**src/rtl/bo_datapath.sv**
```systemverilog
// Operative datapath: working registers X/H/S, a 2-input add/multiply ALU with operand and
// write-back muxes, sticky overflow and an S-write counter that publishes a result.
// Optional feature macro: BO_SATURATE_EN (clamp overflowing writes instead of wrapping).
module bo_datapath #(
  parameter int             W             = 16,
  parameter logic [W-1:0]   K0            = 3,
  parameter logic [W-1:0]   K1            = 5,
  parameter int             LS_PER_RESULT = 2
) (
  input  logic         clk,
  input  logic         reset,
  input  logic [W-1:0] x_in,
  input  logic         LX,
  input  logic         LH,
  input  logic         LS,
  input  logic         Hula,
  input  logic [1:0]   M0,
  input  logic [1:0]   M1,
  input  logic [1:0]   M2,
  output logic [W-1:0] h_out,
  output logic [W-1:0] s_out,
  output logic [W-1:0] result,
  output logic         result_valid,
  output logic         ovf
);

  localparam logic [1:0] CNT_LAST = 2'(LS_PER_RESULT - 1);

  logic [W-1:0]   x_r;
  logic [W-1:0]   h_r;
  logic [W-1:0]   s_r;
  logic [W-1:0]   result_r;
  logic           result_valid_r;
  logic           ovf_r;
  logic [1:0]     cnt_r;

  logic [W-1:0]   opa;
  logic [W-1:0]   opb;
  logic [W:0]     sum_full;
  logic [W:0]     diff_full;
  logic [2*W-1:0] prod_full;
  logic [2*W-1:0] alu_full;
  logic [W-1:0]   wb_raw;
  logic           wb_ovf;
  logic [W-1:0]   wb;
  logic           ovf_set;

`ifdef BO_SATURATE_EN
  // Negative differences clamp to zero; too-large sums and products clamp to all ones.
  function automatic logic [W-1:0] sat_value(input logic is_sub);
    return is_sub ? '0 : '1;
  endfunction
`endif

  always_comb begin
    opa = x_r;
    case (M0)
      2'd0:    opa = x_r;
      2'd1:    opa = h_r;
      2'd2:    opa = s_r;
      default: opa = K0;
    endcase
  end

  always_comb begin
    opb = K1;
    case (M1)
      2'd0:    opb = K1;
      2'd1:    opb = x_r;
      2'd2:    opb = h_r;
      default: opb = s_r;
    endcase
  end

  assign sum_full  = {1'b0, opa} + {1'b0, opb};
  assign diff_full = {1'b0, opa} - {1'b0, opb};
  assign prod_full = {{W{1'b0}}, opa} * {{W{1'b0}}, opb};
  assign alu_full  = Hula ? prod_full : {{(W-1){1'b0}}, sum_full};

  always_comb begin
    wb_raw = alu_full[W-1:0];
    wb_ovf = 1'b0;
    case (M2)
      2'd0: begin
        wb_raw = alu_full[W-1:0];
        wb_ovf = |alu_full[2*W-1:W];
      end
      2'd1:    wb_raw = opa;
      2'd2:    wb_raw = opb;
      default: begin
        wb_raw = diff_full[W-1:0];
        wb_ovf = diff_full[W];
      end
    endcase
  end

`ifdef BO_SATURATE_EN
  assign wb = wb_ovf ? sat_value(M2 == 2'd3) : wb_raw;
`else
  assign wb = wb_raw;
`endif

  // Overflow only counts when the write-back value is actually stored somewhere.
  assign ovf_set = (LH | LS) & wb_ovf;

  always_ff @(posedge clk or negedge reset) begin
    if (!reset) begin
      x_r            <= '0;
      h_r            <= '0;
      s_r            <= '0;
      result_r       <= '0;
      result_valid_r <= 1'b0;
      ovf_r          <= 1'b0;
      cnt_r          <= '0;
    end else begin
      if (LX) x_r <= x_in;
      if (LH) h_r <= wb;
      if (LS) s_r <= wb;

      if (ovf_set)  ovf_r <= 1'b1;
      else if (LX)  ovf_r <= 1'b0;

      // LX starts a new computation and suppresses any result on the same edge.
      result_valid_r <= 1'b0;
      if (LX) begin
        cnt_r <= '0;
      end else if (LS) begin
        if (cnt_r == CNT_LAST) begin
          cnt_r          <= '0;
          result_r       <= wb;
          result_valid_r <= 1'b1;
        end else begin
          cnt_r <= cnt_r + 2'd1;
        end
      end
    end
  end

  assign h_out        = h_r;
  assign s_out        = s_r;
  assign result       = result_r;
  assign result_valid = result_valid_r;
  assign ovf          = ovf_r;

endmodule

```
**config.mk**
```make
export PLATFORM = sky130hd
export DESIGN_NAME = bo_datapath
export DESIGN_NICKNAME = d
export VERILOG_FILES = /design/src/rtl/bo_datapath.sv
export SDC_FILE = /design/constraint.sdc
export NUM_CORES = 1
export LEC_CHECK = 0
export BUFFER_PORTS_ARGS = -buffer_cell sky130_fd_sc_hd__buf_2
export CORE_MARGIN = 2
export CORE_UTILIZATION = 30
export CTS_BUF_LIST = sky130_fd_sc_hd__clkbuf_8 sky130_fd_sc_hd__clkbuf_16
export DETAILED_ROUTE_END_ITERATION = 7
export PLACE_DENSITY = 0.49
export SYNTH_ARGS = -nofsm -noshare
export SYNTH_HDL_FRONTEND = slang
export SYNTH_SLANG_ARGS = --single-unit
```
**constraint.sdc**
```tcl
create_clock -name clk -period 9.31 [get_ports clk]
set_input_delay 0.4655 -clock clk [delete_from_list [all_inputs] [get_ports clk]]
set_output_delay 0.4655 -clock clk [all_outputs]
set_load 0.01 [all_outputs]
```
== After elaboration in Yosys (flattened, before gate mapping) ==
Index checks and enable logic that the tools add are counted.
Cells by class
  add/subtract/negate cells: 3
  bitwise logic cells: 3
  reduce and logical (&&, ||, !) cells: 8
  equal/unequal tests: 7
  multiply operators: 1
  muxes and demuxes: 13
Operator list (number)
  $pmux W16 S3: 3
  $mul A16 B16 Y32: 1
  $mux W32: 1
  $add A16 B16 Y17: 1
  $sub A16 B16 Y17: 1
  $reduce_or A16 Y1: 1
  $eq A2 B1 Y1 const B: 4
  $eq A2 B2 Y1 const B: 3
  $logic_not A2 Y1: 3
  $mux W2: 3
  $mux W1: 5
  $reduce_bool A2 Y1: 2
  $reduce_and A3 Y1: 1
  $add A2 B1 Y2 const B: 1
  $pmux W1 S2: 1
  $reduce_or A2 Y1: 1
  $and A1 B1 Y1: 1
  $not A1 Y1: 1
  $or A1 B1 Y1: 1
Word-level totals
  logic and storage cells: 42
  register bits: 68
  bits of input ports: 28
  output and inout port bits: 50

== Logic depth before layout (Yosys ltp) ==
Gate-level depths: netlist of the first run.
  depth in word-level cells: 8
  gate-level depth with buffers: 31

== Worst setup path before layout of the first run ==
No wires, ideal clock.
  path kind: input port to flip-flop
  from: input M1[0]
  to: register ovf_r (netlist: ovf)
  stages: 29
  arrival time: 6.991 ns
  path buffers: 5
  required time: 9.178 ns
  setup time: 0.132 ns
  slack: 2.187 ns
  path through: buf_4 -> buf_2 -> mux2_2 -> a22o_1 -> buf_2 -> inv_1 -> clkbuf_1 -> nor2_1 -> fa_1 -> inv_1 -> fa_1 -> inv_1 -> fa_1 -> fa_1 -> fa_1 -> inv_1 -> fa_1 -> inv_1 -> ha_1 -> buf_6 -> a21oi_2 -> o221ai_1 -> a211oi_2 -> a211oi_2 -> or4_1 -> o311ai_1 -> o2111a_1 -> and4bb_1 -> a21oi_1
Between the ends
  cells in the longest elaborated chain, start to end: 8
Ends and longest elaborated chain
  start: declaration: line 18  | input logic [1:0] M1,
  $eq A2 B2 Y1, or another cell as far along: line 67  | case (M1)
  $pmux W16 S3 *: line 67
  $mul A16 B16 Y32 / $add A16 B16 Y17 (equally long branches): line 77, 75
  $mux W32: line 78  | assign alu_full = Hula ? prod_full : {{(W-1){1'b0}}, sum_full};
  $reduce_or A16 Y1: line 86  | wb_ovf = |alu_full[2*W-1:W];
  $pmux W1 S2 *: line 83  | case (M2)
  $and A1 B1 Y1 *: line 104  | assign ovf_set = (LH | LS) & wb_ovf;
  $mux W1 / $reduce_bool A2 Y1 (equally long branches)
  end signal: assignment: line 113  | ovf_r <= 1'b0;
  end signal: assignment: line 120  | if (ovf_set) ovf_r <= 1'b1;
  end signal: assignment: line 121  | else if (LX) ovf_r <= 1'b0;
  end: declaration: line 34  | logic ovf_r;
Mark *: on every way between the ends. The rest lies on a longest branch, timed or not.
A chain may end at the register's enable or synchronous reset.

== Worst setup path in the final report of the first run ==
  from: input M0[1]
  to: register ovf_r (netlist: ovf)
Between the ends
  cells in the longest elaborated chain, start to end: 8
Ends and longest elaborated chain
  start: declaration: line 17  | input logic [1:0] M0,
  $eq A2 B2 Y1, or another cell as far along: line 57  | case (M0)
  $pmux W16 S3 *: line 57
  $mul A16 B16 Y32 / $add A16 B16 Y17 (equally long branches): line 77, 75
  $mux W32: line 78
  $reduce_or A16 Y1: line 86
  $pmux W1 S2 *: line 83
  $and A1 B1 Y1 *: line 104
  $mux W1 / $reduce_bool A2 Y1 (equally long branches)
Marked as above.

==> results of run 1 <==
[registers in the layout (all words and copies together), names as in the netlist]
register	cells
ovf	1
h_out	16
cnt_r	2
s_out	16
result	16
x_r	16
result_valid	1
[critical path: cells and delay by family]
family / cells / cell delay [ns]
buffers and inverters: 6 / 1.07
and+or+nand+nor: 7 / 2.07
AOI/OAI and AO/OA: 5 / 1.18
adders and majority gates: 8 / 3.69
[how the worst max path moves through the flow]
stage | from | to | cells past startpoint
5_1_grt | M0[1] | ovf$_DFFE_PN0P_ | 26
2_1_floorplan | M1[0] | ovf$_DFFE_PN0P_ | 29
6_report | M0[1] | ovf$_DFFE_PN0P_ | 26
4_1_cts | M0[1] | ovf$_DFFE_PN0P_ | 26
3_5_place_dp | M0[1] | ovf$_DFFE_PN0P_ | 26
3_3_place_gp | M0[1] | ovf$_DFFE_PN0P_ | 26
[layer usage]
layer  track usage [%]  up-vias  wire (um)
li1                  -     5482          -
met5                 0        -          0
met1              27.0     5960      21200
met3              2.27       49       2420
met2              31.3      358      21500
met4              5.00        0       1100
[cells by family after synthesis]
group                    after synthesis  share of synthesized area, %
XOR/XNOR                              24                          1.49
AO/OA/AOI/OAI                        308                          15.2
flip-flops                            68                          12.0
AND/OR/NAND/NOR                      495                          15.7
buffers and inverters                364                          10.2
multiplexers                          66                          5.64
adder cells (fa/ha/maj)              332                          39.7
[synth_stat cells, types with 11 or more instances]
cell and n:
sky130_fd_sc_hd__mux2_2 35, sky130_fd_sc_hd__dfrtp_1 68, sky130_fd_sc_hd__nor2_1 179, sky130_fd_sc_hd__buf_2 20
sky130_fd_sc_hd__fa_1 196, sky130_fd_sc_hd__nor3_1 18, sky130_fd_sc_hd__clkbuf_1 54, sky130_fd_sc_hd__mux2i_1 22
sky130_fd_sc_hd__a21oi_1 90, sky130_fd_sc_hd__a22o_1 18, sky130_fd_sc_hd__o21ai_1 12, sky130_fd_sc_hd__nand2b_1 13
sky130_fd_sc_hd__xnor2_1 18, sky130_fd_sc_hd__inv_1 262, sky130_fd_sc_hd__nand2_1 199, sky130_fd_sc_hd__o21ai_0 47
sky130_fd_sc_hd__a21o_1 11, sky130_fd_sc_hd__nand3_1 17, sky130_fd_sc_hd__ha_1 136, sky130_fd_sc_hd__clkinv_1 14
sky130_fd_sc_hd__o21a_1 19
[cell type report]
cell class / instances / area, sq um / share of cell area [%]
multi-input combinational: 1225 / 11000 / 71.7
sequential: 68 / 1700 / 11.1
inverter: 280 / 1050 / 6.85
tap: 607 / 759 / 4.95
timing repair buffer: 99 / 551 / 3.59
clock buffer: 10 / 239 / 1.56
clock inverter: 6 / 40.0 / 0.261
[per-stage QoR]
stage	instances	hold slack (ns)
final	2295	0.337
after global routing	2295	0.342
after CTS	2295	0.340
after detailed placement	2279	0.461
after global placement	2279	0.460
after floorplan	1657	0.170
==> results.toml, run 1 <==
[outcome]
result_of_the_run = "completed"

[place]
postPlaceCellArea_sq_um = 15100
finalWeightedCongestion = 0.891
post-dp-hpwl_mm = 38.6
placement.setup.worst_slack_ns = 0.704
io_buffer_count = 77

[sta]
fin_skew_ns = 0.0238
timing.setup.tns_ns = 0
time_the_worst_path_needs_with_i_o_delays_and_setup_ns = 8.30
worst-slew-pin-transition_ns = 0.999
rsz0062_at_grt = "false"
finalCritPeriodShare_pct = 89.1
setup-violations-final = 0
layout_setup_ws_ns = 1.01
final-hold-violation-count = 0
final_max_slew_viol_count = 0
relative_slew_margins_pct = 32.9
timing_limited_maximum_frequency_mhz = 121

[routing]
via_per_inst = 5.16
routedWlPerCell_um = 20.2
vias = 11800
first_pass_iteration_count_of_the_detailed_router = 5
detail_route.iter0.violations = 834
route.detailed.drc = 0
wl_mm = 46.2
ant_nets = 0

[global_route]
grt_max_degree = 69
first_global_vias = 12300
grt_antenna_before_repair = 0
grt-ovfl-total = 0
grtUsageTotal_pct = 19.2
grt_pass1_wl_mm = 74.1

[setup_path]
highest_delay_cell_along_the_critical_path = "sky130_fd_sc_hd__nor2b_1"
timing.critical_path.required_ns = 9.52
r2r_slack_ns = 1.57
crit_top_cell = "sky130_fd_sc_hd__fa_1"
reg2regPathDepth = 24
critical_path.startpoint_type = "input pin"
cp_slowest_stage_delay_ns = 0.80
worstReg2RegStart = "s_out[5]$_DFFE_PN0P_"
regToRegEndpoint = "ovf$_DFFE_PN0P_"
worst_setup_path_end_kind = "flop"
timing.critical_path.arrival_ns = 8.51
crit_type = "input pin to flop"
worstPathMaxFanout = 18

[floorplanning]
core.rowCount = 79
io_pins = 78
die_height_um = 221
floorplan.initialDensity_pct = 30.4
dieArea_sq_um = 48900
fp.coreArea_sq_um = 46600
die_width_um = 221

[logic_synthesis]
synth_seq_area_share_pct = 12.0
mappedNetlistArea_sq_um = 14200
synth_top_flop_cell = "sky130_fd_sc_hd__dfrtp_1"
ys_top_cells_by_area = "sky130_fd_sc_hd__fa_1 28%, sky130_fd_sc_hd__dfrtp_1 12%, sky130_fd_sc_hd__ha_1 12%"
postSynthNetCount = 2017
postSynthAreaPerCell_sq_um = 8.54
synth-edff-count = 0
post_synth_num_cell_types = 93
netlist.top_cell.by_area = "sky130_fd_sc_hd__fa_1"
syn_inst = 1657
ys_seq_elements = 68
synth_largest_type_area_fraction_pct = 27.7
synthArstFlopShare_pct = 100
synth_warnings = 0

[final_layout]
antenna_cells = 0
synthesis_to_layout_area_growth_pct = 8.44
most_common_cell_after_layout_fill_and_taps_aside = "sky130_fd_sc_hd__inv_1"
layout.core_utilization_pct = 33.0
fin_nets = 2043
drive_above_1_share_pct = 12.0
fill_cell_total_of_the_finished_layout = 4901
mostFrequentLayoutCells = "262 x sky130_fd_sc_hd__inv_1, 199 x sky130_fd_sc_hd__nand2_1, 196 x sky130_fd_sc_hd__fa_1"
stdcell_area_sq_um = 15300

[clock_tree]
number_of_sinks_on_the_clock_net = 68
postCtsSetupRepairBufs = 0
ctsRootBufferMaster = "sky130_fd_sc_hd__clkbuf_16"
tritoncts = "built"
holdBufCountCts = 0
number_of_buffers_created_by_cts = 9
htreeDepth = 3
clock_pin_slew_of_the_registers_on_the_worst_case_setup_and_hold_paths_ns = 0.08
clk_path_buf_depth = 2
clock_latency_ns = 0.34
cts_repair_resize_count = 0

[job]
cap_viol_max_count = 0

[worst_hold_path]
holdCritPathClass = "input pin to async pin"
Power of run 1 is left out: the tool's default activity adds up to more than one toggle a clock period on the data nets, which glitch-free logic cannot reach.
==> inputs of run 2 (changes only) <==
PLACE_DENSITY = 0.51   (was 0.49)
clock period = 7.6 ns   (was 9.31 ns; I/O delays follow)
==> run 2 against run 1 <==
Via count is 1.2% higher. Flip-flop and latch count stayed put. Wire length is 4.3% higher. Die area stayed put. Largest cell class unchanged. Worst setup slack worse by 0.57 ns. Register-to-register slack worse by 1.1 ns. Critical endpoint unchanged. Highest routed layer unchanged. Clock skew is 0.0019 ns higher.
==> results.toml, run 2 (synthesis gave the netlist of run 1 again) <==
[outcome]
result_of_the_run = "completed"

[final_layout]
antenna_cells = 0
most_common_cell_after_layout_fill_and_taps_aside = "sky130_fd_sc_hd__inv_1"
mostFrequentLayoutCells = "262 x sky130_fd_sc_hd__inv_1, 199 x sky130_fd_sc_hd__nand2_1, 196 x sky130_fd_sc_hd__fa_1"
drive_above_1_share_pct = 15.3
synthesis_to_layout_area_growth_pct = 12.6
fin_nets = 2108

[clock_tree]
cts_repair_resize_count = 0
clock_latency_ns = 0.35
holdBufCountCts = 0
htreeDepth = 3
number_of_sinks_on_the_clock_net = 68
number_of_buffers_created_by_cts = 9
postCtsSetupRepairBufs = 0
clock_pin_slew_of_the_registers_on_the_worst_case_setup_and_hold_paths_ns = 0.08
ctsRootBufferMaster = "sky130_fd_sc_hd__clkbuf_16"
clk_path_buf_depth = 2
tritoncts = "built"

[sta]
worst-slew-pin-transition_ns = 1.01
timing.setup.tns_ns = 0
fin_skew_ns = 0.0258
relative_slew_margins_pct = 31.5
final-hold-violation-count = 0
rsz0062_at_grt = "false"
setup-violations-final = 0
time_the_worst_path_needs_with_i_o_delays_and_setup_ns = 7.16
timing_limited_maximum_frequency_mhz = 140
finalCritPeriodShare_pct = 94.2
final_max_slew_viol_count = 0
fin_worst_hold_slack_ns = 0.230

[routing]
vias = 12000
wl_mm = 48.2
route.detailed.drc = 0
via_per_inst = 5.08
detail_route.iter0.violations = 863
first_pass_iteration_count_of_the_detailed_router = 5
ant_nets = 0
routedWlPerCell_um = 20.4

[global_route]
met2_demand_to_capacity_share_in_global_routing_pct = 32.5
grt_pass1_wl_mm = 75.7
globalRouteMet3Util_pct = 1.50
use_met1_pct = 28.0
grt_most_used_layer = "met2"
grt-ovfl-total = 0
first_global_vias = 12300
grt_max_degree = 69
grt_antenna_before_repair = 0
grtUsageTotal_pct = 19.8

[worst_hold_path]
holdCritPathClass = "input pin to async pin"

[setup_path]
critical_path.startpoint_type = "input pin"
reg2regPathDepth = 23
timing.critical_path.required_ns = 7.80
regToRegEndpoint = "ovf$_DFFE_PN0P_"
endpoint = "ovf$_DFFE_PN0P_"
worstReg2RegStart = "h_out[2]$_DFFE_PN0P_"
crit_type = "input pin to flop"
worst_setup_path_end_kind = "flop"
timing.critical_path.arrival_ns = 7.36
setup.worst_path.start = "M1[0]"
worstPathMaxFanout = 13
r2r_slack_ns = 0.47

[floorplanning]
dieArea_sq_um = 48900
io_pins = 78
fp.coreArea_sq_um = 46600
die_width_um = 221
core.rowCount = 79
floorplan.initialDensity_pct = 30.4
die_height_um = 221

[job]
cap_viol_max_count = 0

[place]
finalWeightedCongestion = 0.937
post-dp-hpwl_mm = 40.7
io_buffer_count = 77
## run 2: area by class of cell
class                      instances  area [sq um]
tap                              607           759
multi-input combinational       1225         11000
clock inverter                     7           146
clock buffer                       9           225
timing repair buffer             164          1050
fill                            4827         30600
sequential                        68          1700
inverter                         280          1050
## run 2: worst min path at each step
stage | startpoint | to | slack, ns | depth (start not counted)
final | reset | h_out[2]$_DFFE_PN0P_ | 0.23 | 2
after global routing | x_in[0] | x_r[0]$_DFFE_PN0P_ | 0.27 | 2
after CTS | x_in[0] | x_r[0]$_DFFE_PN0P_ | 0.26 | 2
after detailed placement | result[1]$_DFFE_PN0P_ | result[1]$_DFFE_PN0P_ | 0.47 | 2
after global placement | result[2]$_DFFE_PN0P_ | result[2]$_DFFE_PN0P_ | 0.46 | 2
after floorplan | reset | cnt_r[0]$_DFFE_PN0P_ | 0.08 | 0
## run 2: per-layer routing
| metal | vias to the layer above | wire length (um) |
|---|---|---|
| met5 | - | 0 |
| met4 | 0 | 1530 |
| met3 | 55 | 2020 |
| met2 | 333 | 22600 |
| met1 | 6010 | 22100 |
| li1 | 5595 | - |
## run 2: metrics by stage
step | util, % | std cells | worst slack, ns | area, sq um
after floorplan | - | 1657 | 0.563 | 14200
after global placement | 33.4 | 2344 | 0.0638 | 15600
after detailed placement | 33.4 | 2344 | 0.143 | 15600
after CTS | 34.2 | 2360 | 0.430 | 15900
after global routing | 34.2 | 2360 | 0.0791 | 15900
final | 34.2 | 2360 | 0.443 | 15900
## run 2: worst max-delay path: stages
cell,delay [ns]
sky130_fd_sc_hd__buf_2,0.31
sky130_fd_sc_hd__nor2b_2,0.23
sky130_fd_sc_hd__buf_4,0.15
sky130_fd_sc_hd__a22o_1,0.45
sky130_fd_sc_hd__nand2_1,0.15
sky130_fd_sc_hd__fa_1,0.53
sky130_fd_sc_hd__fa_1,0.57
sky130_fd_sc_hd__inv_1,0.07
sky130_fd_sc_hd__fa_1,0.49
sky130_fd_sc_hd__fa_1,0.51
sky130_fd_sc_hd__fa_1,0.49
sky130_fd_sc_hd__inv_1,0.05
sky130_fd_sc_hd__fa_1,0.48
sky130_fd_sc_hd__inv_1,0.04
sky130_fd_sc_hd__ha_1,0.36
sky130_fd_sc_hd__a21oi_1,0.26
sky130_fd_sc_hd__nand2_1,0.14
sky130_fd_sc_hd__a31oi_1,0.47
sky130_fd_sc_hd__a311oi_2,0.19
sky130_fd_sc_hd__or3_1,0.36
sky130_fd_sc_hd__a221oi_2,0.24
sky130_fd_sc_hd__nand4_1,0.12
sky130_fd_sc_hd__and4bb_1,0.28
sky130_fd_sc_hd__a21oi_1,0.04
Power of run 2 is left out for the same reason.
==> inputs of run 3 (changes only) <==
PLACE_DENSITY = 0.49   (was 0.51)
clock period = 9.1 ns   (was 7.6 ns; I/O delays follow)
==> run 3 against run 2 <==
Sequential share of layout area grew 0.38 points. Critical path depth grew 3. Flip-flop and latch count is the same. Core utilization shrank 1.2 points. Clock-buffer cell count is the same. Wire length shrank 4.6%. Non-clock buffer count shrank 65. Global-route usage shrank 0.67 points. First-iteration DRC count shrank 12%. Hold slack gained 0.10 ns. Cell area shrank 3.4%. Die area is the same.
==> results.toml, run 3 (synthesis gave the netlist of run 1 again) <==
[outcome]
result_of_the_run = "completed"

[place]
io_buffer_count = 77
placement.setup.worst_slack_ns = 0.757
postPlaceCellArea_sq_um = 15100
finalWeightedCongestion = 0.898
post-dp-hpwl_mm = 38.1

[clock_tree]
number_of_sinks_on_the_clock_net = 68
cts_repair_resize_count = 0
clk_path_buf_depth = 2
clock_pin_slew_of_the_registers_on_the_worst_case_setup_and_hold_paths_ns = 0.08
number_of_buffers_created_by_cts = 9
ctsRootBufferMaster = "sky130_fd_sc_hd__clkbuf_16"
tritoncts = "built"
postCtsSetupRepairBufs = 0
clock_latency_ns = 0.35
htreeDepth = 3
holdBufCountCts = 0

[routing]
wl_mm = 46.0
ant_nets = 0
first_pass_iteration_count_of_the_detailed_router = 5
routedWlPerCell_um = 20.1
via_per_inst = 5.14
detail_route.iter0.violations = 758
vias = 11800
route.detailed.drc = 0

[sta]
setup-violations-final = 0
timing_limited_maximum_frequency_mhz = 124
relative_slew_margins_pct = 31.8
fin_worst_hold_slack_ns = 0.331
finalCritPeriodShare_pct = 88.7
timing.setup.tns_ns = 0
time_the_worst_path_needs_with_i_o_delays_and_setup_ns = 8.07
worst-slew-pin-transition_ns = 1.01
rsz0062_at_grt = "false"
fin_skew_ns = 0.0218
layout_setup_ws_ns = 1.03
final_max_slew_viol_count = 0
final-hold-violation-count = 0

[setup_path]
crit_type = "input pin to flop"
timing.critical_path.arrival_ns = 8.27
crit_top_cell = "sky130_fd_sc_hd__fa_1"
r2r_slack_ns = 1.31
timing.critical_path.required_ns = 9.30
worst_setup_path_end_kind = "flop"
reg2regPathDepth = 22
setup.worst_path.start = "M0[1]"
critical_path.startpoint_type = "input pin"
worstReg2RegStart = "h_out[9]$_DFFE_PN0P_"
worstPathMaxFanout = 18
regToRegEndpoint = "ovf$_DFFE_PN0P_"
highest_delay_cell_along_the_critical_path = "sky130_fd_sc_hd__nor2b_1"
cp_slowest_stage_delay_ns = 0.52
endpoint = "ovf$_DFFE_PN0P_"

[global_route]
first_global_vias = 12500
grt-ovfl-total = 0
grt_pass1_wl_mm = 73.9
grt_max_degree = 69
grtUsageTotal_pct = 19.2
grt_antenna_before_repair = 0

[final_layout]
multi_input_area_sq_um = 11000
drive_above_1_share_pct = 12.0
synthesis_to_layout_area_growth_pct = 8.76
stdcell_area_sq_um = 15400
mostFrequentLayoutCells = "262 x sky130_fd_sc_hd__inv_1, 199 x sky130_fd_sc_hd__nand2_1, 196 x sky130_fd_sc_hd__fa_1"
final-seq-area_sq_um = 1700
most_common_cell_after_layout_fill_and_taps_aside = "sky130_fd_sc_hd__inv_1"
fill_cell_total_of_the_finished_layout = 4916
antenna_cells = 0
fin_nets = 2043

[floorplanning]
floorplan.initialDensity_pct = 30.4
fp.coreArea_sq_um = 46600
dieArea_sq_um = 48900
die_height_um = 221
io_pins = 78
die_width_um = 221
core.rowCount = 79

[job]
cap_viol_max_count = 0

[worst_hold_path]
holdCritPathClass = "input pin to async pin"
-- run 3: cell types whose count changed in the layout (fill, tap and decap cells not counted) --
cell                         before  now
sky130_fd_sc_hd__clkinvlp_4       0    1
sky130_fd_sc_hd__buf_4           86   22
sky130_fd_sc_hd__buf_12           1    0
sky130_fd_sc_hd__clkinv_2         0    1
sky130_fd_sc_hd__bufinv_16        4    2
-- run 3: worst min path at each step --
stage	startpoint	end	slack, ns	depth (start not counted)
finish	reset	h_out[3]$_DFFE_PN0P_	0.33	2
floorplan	reset	cnt_r[0]$_DFFE_PN0P_	0.16	0
global route	x_in[8]	x_r[8]$_DFFE_PN0P_	0.33	2
CTS	x_in[8]	x_r[8]$_DFFE_PN0P_	0.34	2
detailed placement	result[0]$_DFFE_PN0P_	result[0]$_DFFE_PN0P_	0.47	2
global placement	result[2]$_DFFE_PN0P_	result[2]$_DFFE_PN0P_	0.46	2
-- run 3: area by class of cell --
cell class	instances	area share [%]
repair buffers	99	3.58
flip-flops and latches	68	11.1
inverters	280	6.83
multi-input cells	1225	71.5
well taps	607	4.93
clock inverters	7	0.642
clock buffers	9	1.46
-- run 3: critical path, delay by kind of cell --
kind / cells / cell delay (ns)
adders and majority gates: 8 / 3.56
and+or+nand+nor: 6 / 1.56
AOI/OAI and AO/OA: 6 / 1.34
buffers and inverters: 7 / 1.34
-- run 3: metrics by stage --
stage               std cells  utilization [%]
floorplan                1657                -
global route             2295             33.1
CTS                      2295             33.1
finish                   2295             33.1
detailed placement       2279             32.4
global placement         2279             32.4
-- run 3: layer usage --
metal	vias up	track usage [%]	wire length (um)
met5	-	0	0
met4	0	5.09	1110
met3	69	2.74	2350
met2	365	31.0	21100
met1	5885	26.8	21500
li1	5469	-	-
Power of run 3 is left out for the same reason.
